**config.mk**
```make
export PLATFORM = sky130hd
export DESIGN_NAME = pfc_pause_ctrl
export DESIGN_NICKNAME = d
export VERILOG_FILES = /design/src/rtl/pfc_pause_ctrl.sv
export SDC_FILE = /design/constraint.sdc
export NUM_CORES = 1
export LEC_CHECK = 0
export ABC_CLOCK_PERIOD_IN_PS = 6500
export BUFFER_PORTS_ARGS = -buffer_cell sky130_fd_sc_hd__buf_2
export CAP_MARGIN = 20
export CORE_ASPECT_RATIO = 0.8
export CORE_MARGIN = 2
export CORE_UTILIZATION = 51
export DETAILED_ROUTE_END_ITERATION = 8
export PLACE_DENSITY = 0.81
export SETUP_SLACK_MARGIN = 0.2
export SLEW_MARGIN = 20
export SYNTH_ARGS = -nofsm -noshare
export SYNTH_HDL_FRONTEND = slang
export SYNTH_SLANG_ARGS = --single-unit
```
**constraint.sdc**
```tcl
create_clock -name tx_mac_aclk -period 6.5 [get_ports tx_mac_aclk]
set_clock_uncertainty 0.1 [all_clocks]
set_input_delay 0.975 -clock tx_mac_aclk [delete_from_list [all_inputs] [get_ports tx_mac_aclk]]
set_output_delay 0.975 -clock tx_mac_aclk [all_outputs]
set_load 0.02 [all_outputs]
```
**src/rtl/pfc_pause_ctrl.sv**
```systemverilog
`default_nettype none
// ============================================================================
// Module   : pfc_pause_ctrl
// Brief    : Per-priority XOFF/XON pause generator with refresh and MAC req/ack.
// Revision : 1.0
// ============================================================================
module pfc_pause_ctrl #(
   parameter int NUM_CH  = 8,
   parameter int LEVEL_W = 4,
   parameter int TIMER_W = 24,
   parameter int CNT_W   = 32
) (
   input  logic                        tx_mac_aclk,
   input  logic                        tx_mac_resetn,
   input  logic                        cfg_enable,
   input  logic [LEVEL_W-1:0]          cfg_high,
   input  logic [LEVEL_W-1:0]          cfg_low,
   input  logic [15:0]                 cfg_quanta,
   input  logic [TIMER_W-1:0]          cfg_refresh,
   input  logic [NUM_CH*LEVEL_W-1:0]   fifo_level,
   output logic                        pause_req,
   input  logic                        pause_ack,
   output logic [NUM_CH-1:0]           pause_class_en,
   output logic [NUM_CH-1:0]           pause_class_xoff,
   output logic [15:0]                 pause_quanta,
   output logic [NUM_CH-1:0]           xoff_state,
   output logic [CNT_W-1:0]            frames_sent
);

   typedef enum logic [0:0] {
      S_IDLE = 1'b0,
      S_WAIT = 1'b1
   } send_state_t;

   send_state_t          r_send_state;
   logic [NUM_CH-1:0]    r_xoff;
   logic [NUM_CH-1:0]    r_pending;
   logic [NUM_CH-1:0]    r_class_en;
   logic [NUM_CH-1:0]    r_class_xoff;
   logic [15:0]          r_quanta;
   logic                 r_req;
   logic [CNT_W-1:0]     r_frames;
   logic [TIMER_W-1:0]   r_timer;

   logic [NUM_CH-1:0]    w_xoff_next;
   logic [NUM_CH-1:0]    w_toggle;
   logic [NUM_CH-1:0]    w_launch_mask;
   logic [NUM_CH-1:0]    w_refresh_mask;
   logic [NUM_CH-1:0]    w_pending_next;
   logic                 w_idle;
   logic                 w_launch;
   logic                 w_any_xoff;
   logic                 w_refresh_fire;

   // Thresholds are exclusive of each other (low < high), so the order of
   // the two compares only matters for misconfiguration.
   generate
      for (genvar gi = 0; gi < NUM_CH; gi++) begin : g_class
         logic [LEVEL_W-1:0] w_level;
         assign w_level = fifo_level[gi*LEVEL_W +: LEVEL_W];
         assign w_xoff_next[gi] = !cfg_enable          ? 1'b0 :
                                  (w_level >  cfg_high) ? 1'b1 :
                                  (w_level <= cfg_low)  ? 1'b0 :
                                  r_xoff[gi];
      end
   endgenerate

   assign w_toggle       = w_xoff_next ^ r_xoff;
   assign w_idle         = (r_send_state == S_IDLE);
   assign w_launch       = w_idle && (r_pending != '0);
   assign w_launch_mask  = w_launch ? r_pending : '0;
   assign w_any_xoff     = |r_xoff;
   assign w_refresh_fire = w_any_xoff && w_idle && !w_launch &&
                           (r_timer == '0) && (cfg_refresh != '0);
   assign w_refresh_mask = w_refresh_fire ? r_xoff : '0;
   // A new transition on a class being launched keeps its pending bit set.
   assign w_pending_next = (r_pending & ~w_launch_mask) | w_toggle | w_refresh_mask;

   always_ff @(posedge tx_mac_aclk or negedge tx_mac_resetn) begin
      if (!tx_mac_resetn) begin
         r_send_state <= S_IDLE;
         r_xoff       <= '0;
         r_pending    <= '0;
         r_class_en   <= '0;
         r_class_xoff <= '0;
         r_quanta     <= '0;
         r_req        <= 1'b0;
         r_frames     <= '0;
         r_timer      <= '0;
      end else begin
         r_xoff    <= w_xoff_next;
         r_pending <= w_pending_next;

         if (!w_any_xoff) begin
            r_timer <= '0;
         end else if (w_launch && ((r_pending & r_xoff) != '0)) begin
            r_timer <= cfg_refresh;
         end else if (w_refresh_fire) begin
            r_timer <= cfg_refresh;
         end else if (w_idle && (r_timer != '0)) begin
            r_timer <= r_timer - TIMER_W'(1);
         end

         case (r_send_state)
            S_IDLE: begin
               if (w_launch) begin
                  r_class_en   <= r_pending;
                  r_class_xoff <= r_xoff;
                  r_quanta     <= cfg_quanta;
                  r_req        <= 1'b1;
                  r_send_state <= S_WAIT;
               end
            end
            S_WAIT: begin
               if (pause_ack) begin
                  r_req        <= 1'b0;
                  r_frames     <= r_frames + CNT_W'(1);
                  r_send_state <= S_IDLE;
               end
            end
            default: r_send_state <= S_IDLE;
         endcase
      end
   end

   assign pause_req        = r_req;
   assign pause_class_en   = r_class_en;
   assign pause_class_xoff = r_class_xoff;
   assign pause_quanta     = r_quanta;
   assign xoff_state       = r_xoff;
   assign frames_sent      = r_frames;

endmodule
`default_nettype wire

```
# ---- Word level (Yosys, flattened, before mapping)
# Cells that the tools add are included.
# W data, S select, Z words.
dict set report op_classes {
  mux 36
  add_sub_neg 2
  bitwise 7
  reduce_logical 17
  n_eq_ne 3
  magnitude_cmp 16
}
# operator count
set ops {}
lappend ops {{$mux W24} 4}
lappend ops {{$reduce_bool A24 Y1} 2}
lappend ops {{$add A32 B1 Y32 const B} 1}
lappend ops {{$gt A4 B4 Y1} 8}
lappend ops {{$le A4 B4 Y1} 8}
lappend ops {{$mux W1} 28}
lappend ops {{$logic_not A24 Y1} 1}
lappend ops {{$sub A24 B1 Y24 const B} 1}
lappend ops {{$and A8 B8 Y8} 2}
lappend ops {{$mux W8} 2}
lappend ops {{$or A8 B8 Y8} 2}
lappend ops {{$reduce_bool A8 Y1} 2}
lappend ops {{$not A8 Y8} 1}
lappend ops {{$reduce_or A8 Y1} 1}
lappend ops {{$xor A8 B8 Y8} 1}
lappend ops {{$logic_and A1 B1 Y1} 7}
lappend ops {{$reduce_and A2 Y1} 3}
lappend ops {{$ne A4 B1 Y1 const B} 1}
lappend ops {{$pmux W1 S2} 2}
lappend ops {{$ne A2 B1 Y1 const B} 1}
lappend ops {{$ne A2 B2 Y1 const B} 1}
lappend ops {{$logic_not A1 Y1} 1}
lappend ops {{$not A1 Y1} 1}
dict set report word_totals {
  register_bits 106
}

# ---- Logic depth before layout (Yosys ltp)
dict set report depth {
  depth_word 9
  mapped_depth 10
  depth_no_buf 8
}

# ---- Worst setup path before layout
# OpenSTA, ideal clock, no wires.
dict set report synth_timing {
  path_kind {input-to-reg}
  start {in pause_ack}
  end {reg r_frames[31], in the netlist frames_sent[31]}
  n_path_buf 1
  t_required_ns 6.321
  path_slack_ns 3.995
  cell_stages 7
  t_arrival_ns 2.326
  path_cell_list {and2_1 -> clkbuf_1 -> and4_1 -> nand4_1 -> or2_2 -> nor3_1 -> xor2_1}
}
dict set report synth_between {
  elab_chain_cells 1
}
# item line_no
set synth_rtl {}
lappend synth_rtl {{from (decl)} 22} ;# input logic pause_ack,
lappend synth_rtl {{$reduce_and A2 Y1 (no source line)} n/a}
lappend synth_rtl {{to (signal assigned)} 117} ;# r_frames <= r_frames + CNT_W'(1);
lappend synth_rtl {{to (decl)} 42} ;# logic [CNT_W-1:0] r_frames;
# Every way passes these cells.
# A chain may end at the register's enable or synchronous reset.

# ---- Worst setup path in the final report
dict set report layout_timing {
  start {reg r_timer[20]}
  end {reg r_timer[4]}
}
dict set report layout_between {
  elab_chain_cells 6
  elab_cells_between_ends 9
  classes_between {1 x eq/ne; 3 x mux; 5 x reduce/logical}
}
# item line_no
set layout_rtl {}
lappend layout_rtl {{from (decl)} 43} ;# logic [TIMER_W-1:0] r_timer;
lappend layout_rtl {{from (signal assigned)} 97} ;# r_timer <= cfg_refresh;
lappend layout_rtl {{from (signal assigned)} 99} ;# r_timer <= cfg_refresh;
lappend layout_rtl {{from (signal assigned)} 101} ;# r_timer <= r_timer - TIMER_W'(1);
lappend layout_rtl {{$logic_not A24 Y1} 74} ;# (r_timer == '0) && (cfg_refresh != '0);
lappend layout_rtl {{$logic_and A1 B1 Y1} 73} ;# assign w_refresh_fire = w_any_xoff && w_idle && !w_launch &&
lappend layout_rtl {{$logic_and A1 B1 Y1} 74}
lappend layout_rtl {{$mux W24} 98} ;# end else if (w_refresh_fire) begin
lappend layout_rtl {{$mux W24} 96} ;# end else if (w_launch && ((r_pending & r_xoff) != '0)) begin
lappend layout_rtl {{$mux W24} 94} ;# if (!w_any_xoff) begin
# Several ways; a longest one is shown, not always the timed one.

==> results.tsv <==
metric	value	unit
run status	finished clean	
Worst-Skew Late Latency	0.34	ns
internal power	0.00138	W
Combinational Power Share	29.6	%
Mapped Cells	633	
critical path startpoint category	register	
hold buffers post-CTS	0	
EDFF count, synth	0	
clock root buffer master	clkbuf_16	
Max Slew Vio Count	0	
Main synth FF type	dfrtp_1	
initial antenna violation count	0	
Die Y	104	µm
number of I/O pins	157	
Initial Util	52.5	%
Tot Pwr	0.00216	W
Initial DRC Count	359	
GRT Overall Usage	24.9	%
max_slew headroom	36.0	%
post-CTS setup buffer count	0	
WP data arrival	3.06	ns
Reg power frac	44.6	%
Worst VDD drop	0.167	mV
largest family of logic cells by synthesized area	simple AND/OR/NAND/NOR gates	
Synthesized Nets	784	
NetSw	0.000785	W
CTS H-tree depth	3	
static leakage	3.75	nW
fin nets	934	
drt total wl	16600	µm
worst-path maximum fanout	38	
post-DR vias/cell	5.81	
sequential share of the synthesized area	41.4	%
core area	12200	µm²
commonest non-fill, non-tap cells in the layout	155 x buf_2, 106 x dfrtp_1, 67 x ha_1	
mux cell area share after synthesis	6.17	%
mapped cell area	6410	µm²
routability congestion estimate	0.880	
Fill cells	1045	
CTS Buf Count	9	
Clock Path Buffers	2	
Finished Cell Area	7640	µm²
Port Buffer Count	156	
# rows	36	
Hold Path Class	register to register	
drt first pass iters	5	
WS Path Type	register to register	
ANT cells	0	
final period utilization	45.7	%
# setup viols final	0	
compound-cell area share of the yosys netlist	13.4	%
commonest non-fill, non-tap cell in the layout	buf_2	
flops & latches, synth	106	
CTS Sinks	106	
ys async rst share	100	%
DRC errors left	0	
Synth Area in Adders	13.1	%
first-pass GRT wire length	27300	µm
minimum clock period	2.97	ns
Sum Neg Setup Slack	0	ns
Max-Cap Viols	0	
Multi-input gate area	3570	µm²
Worst-path clk slew	0.07	ns
vias in the first global route	5658	
Power Density	283	nW/µm²
Core Util, Final	62.6	%
Netlist cell types	48	
Worst Max-Slew Pin Slew	0.958	ns
critical path endpoint category	register	
Die ar.	13500	µm²
Register Area	2650	µm²
post_cts resized	0	
simple-gate portion of the synthesized area	16.4	%
Routed Antenna Nets	0	
Layout Area Growth over Synthesis	19.1	%
routed length per placed instance	17.4	µm
pin count of the biggest net entering global routing	70	
Post-DP Area	7330	µm²
final hold violations	0	
Clock power frac	25.9	%
share of cells above drive strength 1	27.7	%
Switching Share	36.3	%
CTS tree	done	
post-DP HPWL	12600	µm
r2r setup slk	3.53	ns
RSZ-0062 raised after global routing	false	
via count	5573	
Syn Area/Cell	10.1	µm²
fmax	337	MHz
XOR/XNOR share of the synthesized area	6.56	%
Worst Path Required	6.59	ns
total gr overflow	0	
Yosys Warn Count	0	
Die X-Extent	129	µm
## worst max-delay path, stage by stage, from the launching register on
cell	delay [ns]
dfrtp_1	0.41
or4_4	0.60
or3_4	0.42
o31ai_4	0.22
nand3_2	0.57
o21ai_0	0.42
a21oi_1	0.08
## per-stage QoR
| stage | hold WS, ns | instances | setup slack [ns] |
|---|---|---|---|
| 2_1_floorplan | 0.391 | 633 | 3.99 |
| 3_3_place_gp | 0.354 | 943 | 3.49 |
| 3_5_place_dp | 0.370 | 943 | 3.39 |
| 4_1_cts | 0.380 | 959 | 3.58 |
| 5_1_grt | 0.390 | 959 | 3.31 |
| 6_report | 0.379 | 959 | 3.53 |
## layer usage
layer,GRT usage (%),vias to the layer above,share of wire [%]
met3,4.73,33,5.5
met4,8.62,0,2.1
met2,40.0,211,47
met5,0,-,0
met1,33.7,2708,46
li1,-,2621,-
## worst paths after layout
kind / start / to / cells after the start
max in group asynchronous: tx_mac_resetn / pause_class_xoff[0] / 2
min in group asynchronous: tx_mac_resetn / r_timer[19] / 1
worst max-delay path: r_timer[20] / r_timer[4] / 6
worst min register to register: frames_sent[31] / frames_sent[31] / 1
worst min-delay path: frames_sent[31] / frames_sent[31] / 1
worst max register to register: r_timer[20] / r_timer[4] / 6
## state kept, by name, summed over array words and instances (netlist names)
register / flops
pause_quanta: 16
r_timer: 24
r_send_state: 1
pause_class_xoff: 8
xoff_state: 8
frames_sent: 32
pause_req: 1
r_pending: 8
pause_class_en: 8
## cells by family after synthesis
kind of cell,count (synthesis)
and+or+nand+nor,197
AOI/OAI and AO/OA,136
DFF,106
adders and majority gates,67
xor gates and xnor gates,48
buffers and inverters,44
muxes,35
## power by group through the flow
| stage | combinational, W | clock (W) | sequential, W |
|---|---|---|---|
| floorplan | 0.000361 | 0 | 0.00101 |
| global placement | 0.000605 | 0 | 0.000959 |
| detailed placement | 0.000634 | 0 | 0.000969 |
| CTS | 0.000638 | 0.000572 | 0.000961 |
| global route | 0.000705 | 0.000597 | 0.000982 |
| finish | 0.000640 | 0.000561 | 0.000964 |
## final cells by class
| class | count | area share [%] |
|---|---|---|
| Inverter | 26 | 1.28 |
| Multi-Input combinational cell | 483 | 46.8 |
| Tap cell | 171 | 2.80 |
| Clock inverter | 7 | 1.10 |
| Sequential cell | 106 | 34.7 |
| Timing Repair Buffer | 157 | 10.4 |
| Clock buffer | 9 | 2.95 |
## synthesized netlist by cell type, drive strengths merged (3+ instances only)
master | number | area, µm²
dfrtp | 106 | 2650
ha | 67 | 838
a21oi | 55 | 275
nand2 | 53 | 199
o21ai | 36 | 184
mux2 | 33 | 375
xnor2 | 33 | 289
nor2 | 29 | 109
nand4 | 28 | 175
inv | 26 | 97.6
nor4 | 17 | 113
xor2 | 15 | 131
nand3 | 14 | 80.1
clkbuf | 13 | 48.8
and3 | 12 | 75.1
nor2b | 11 | 68.8
nor3 | 11 | 66.3
a41o | 8 | 80.1
o211a | 8 | 80.1
o211ai | 8 | 60.1
o31ai | 8 | 73.8
and2 | 5 | 31.3
and4 | 5 | 43.8
buf | 5 | 46.3
a22oi | 4 | 30.0
nand2b | 3 | 18.8
or3 | 3 | 23.8
No activity file was read; power rests on OpenSTA's default activity.
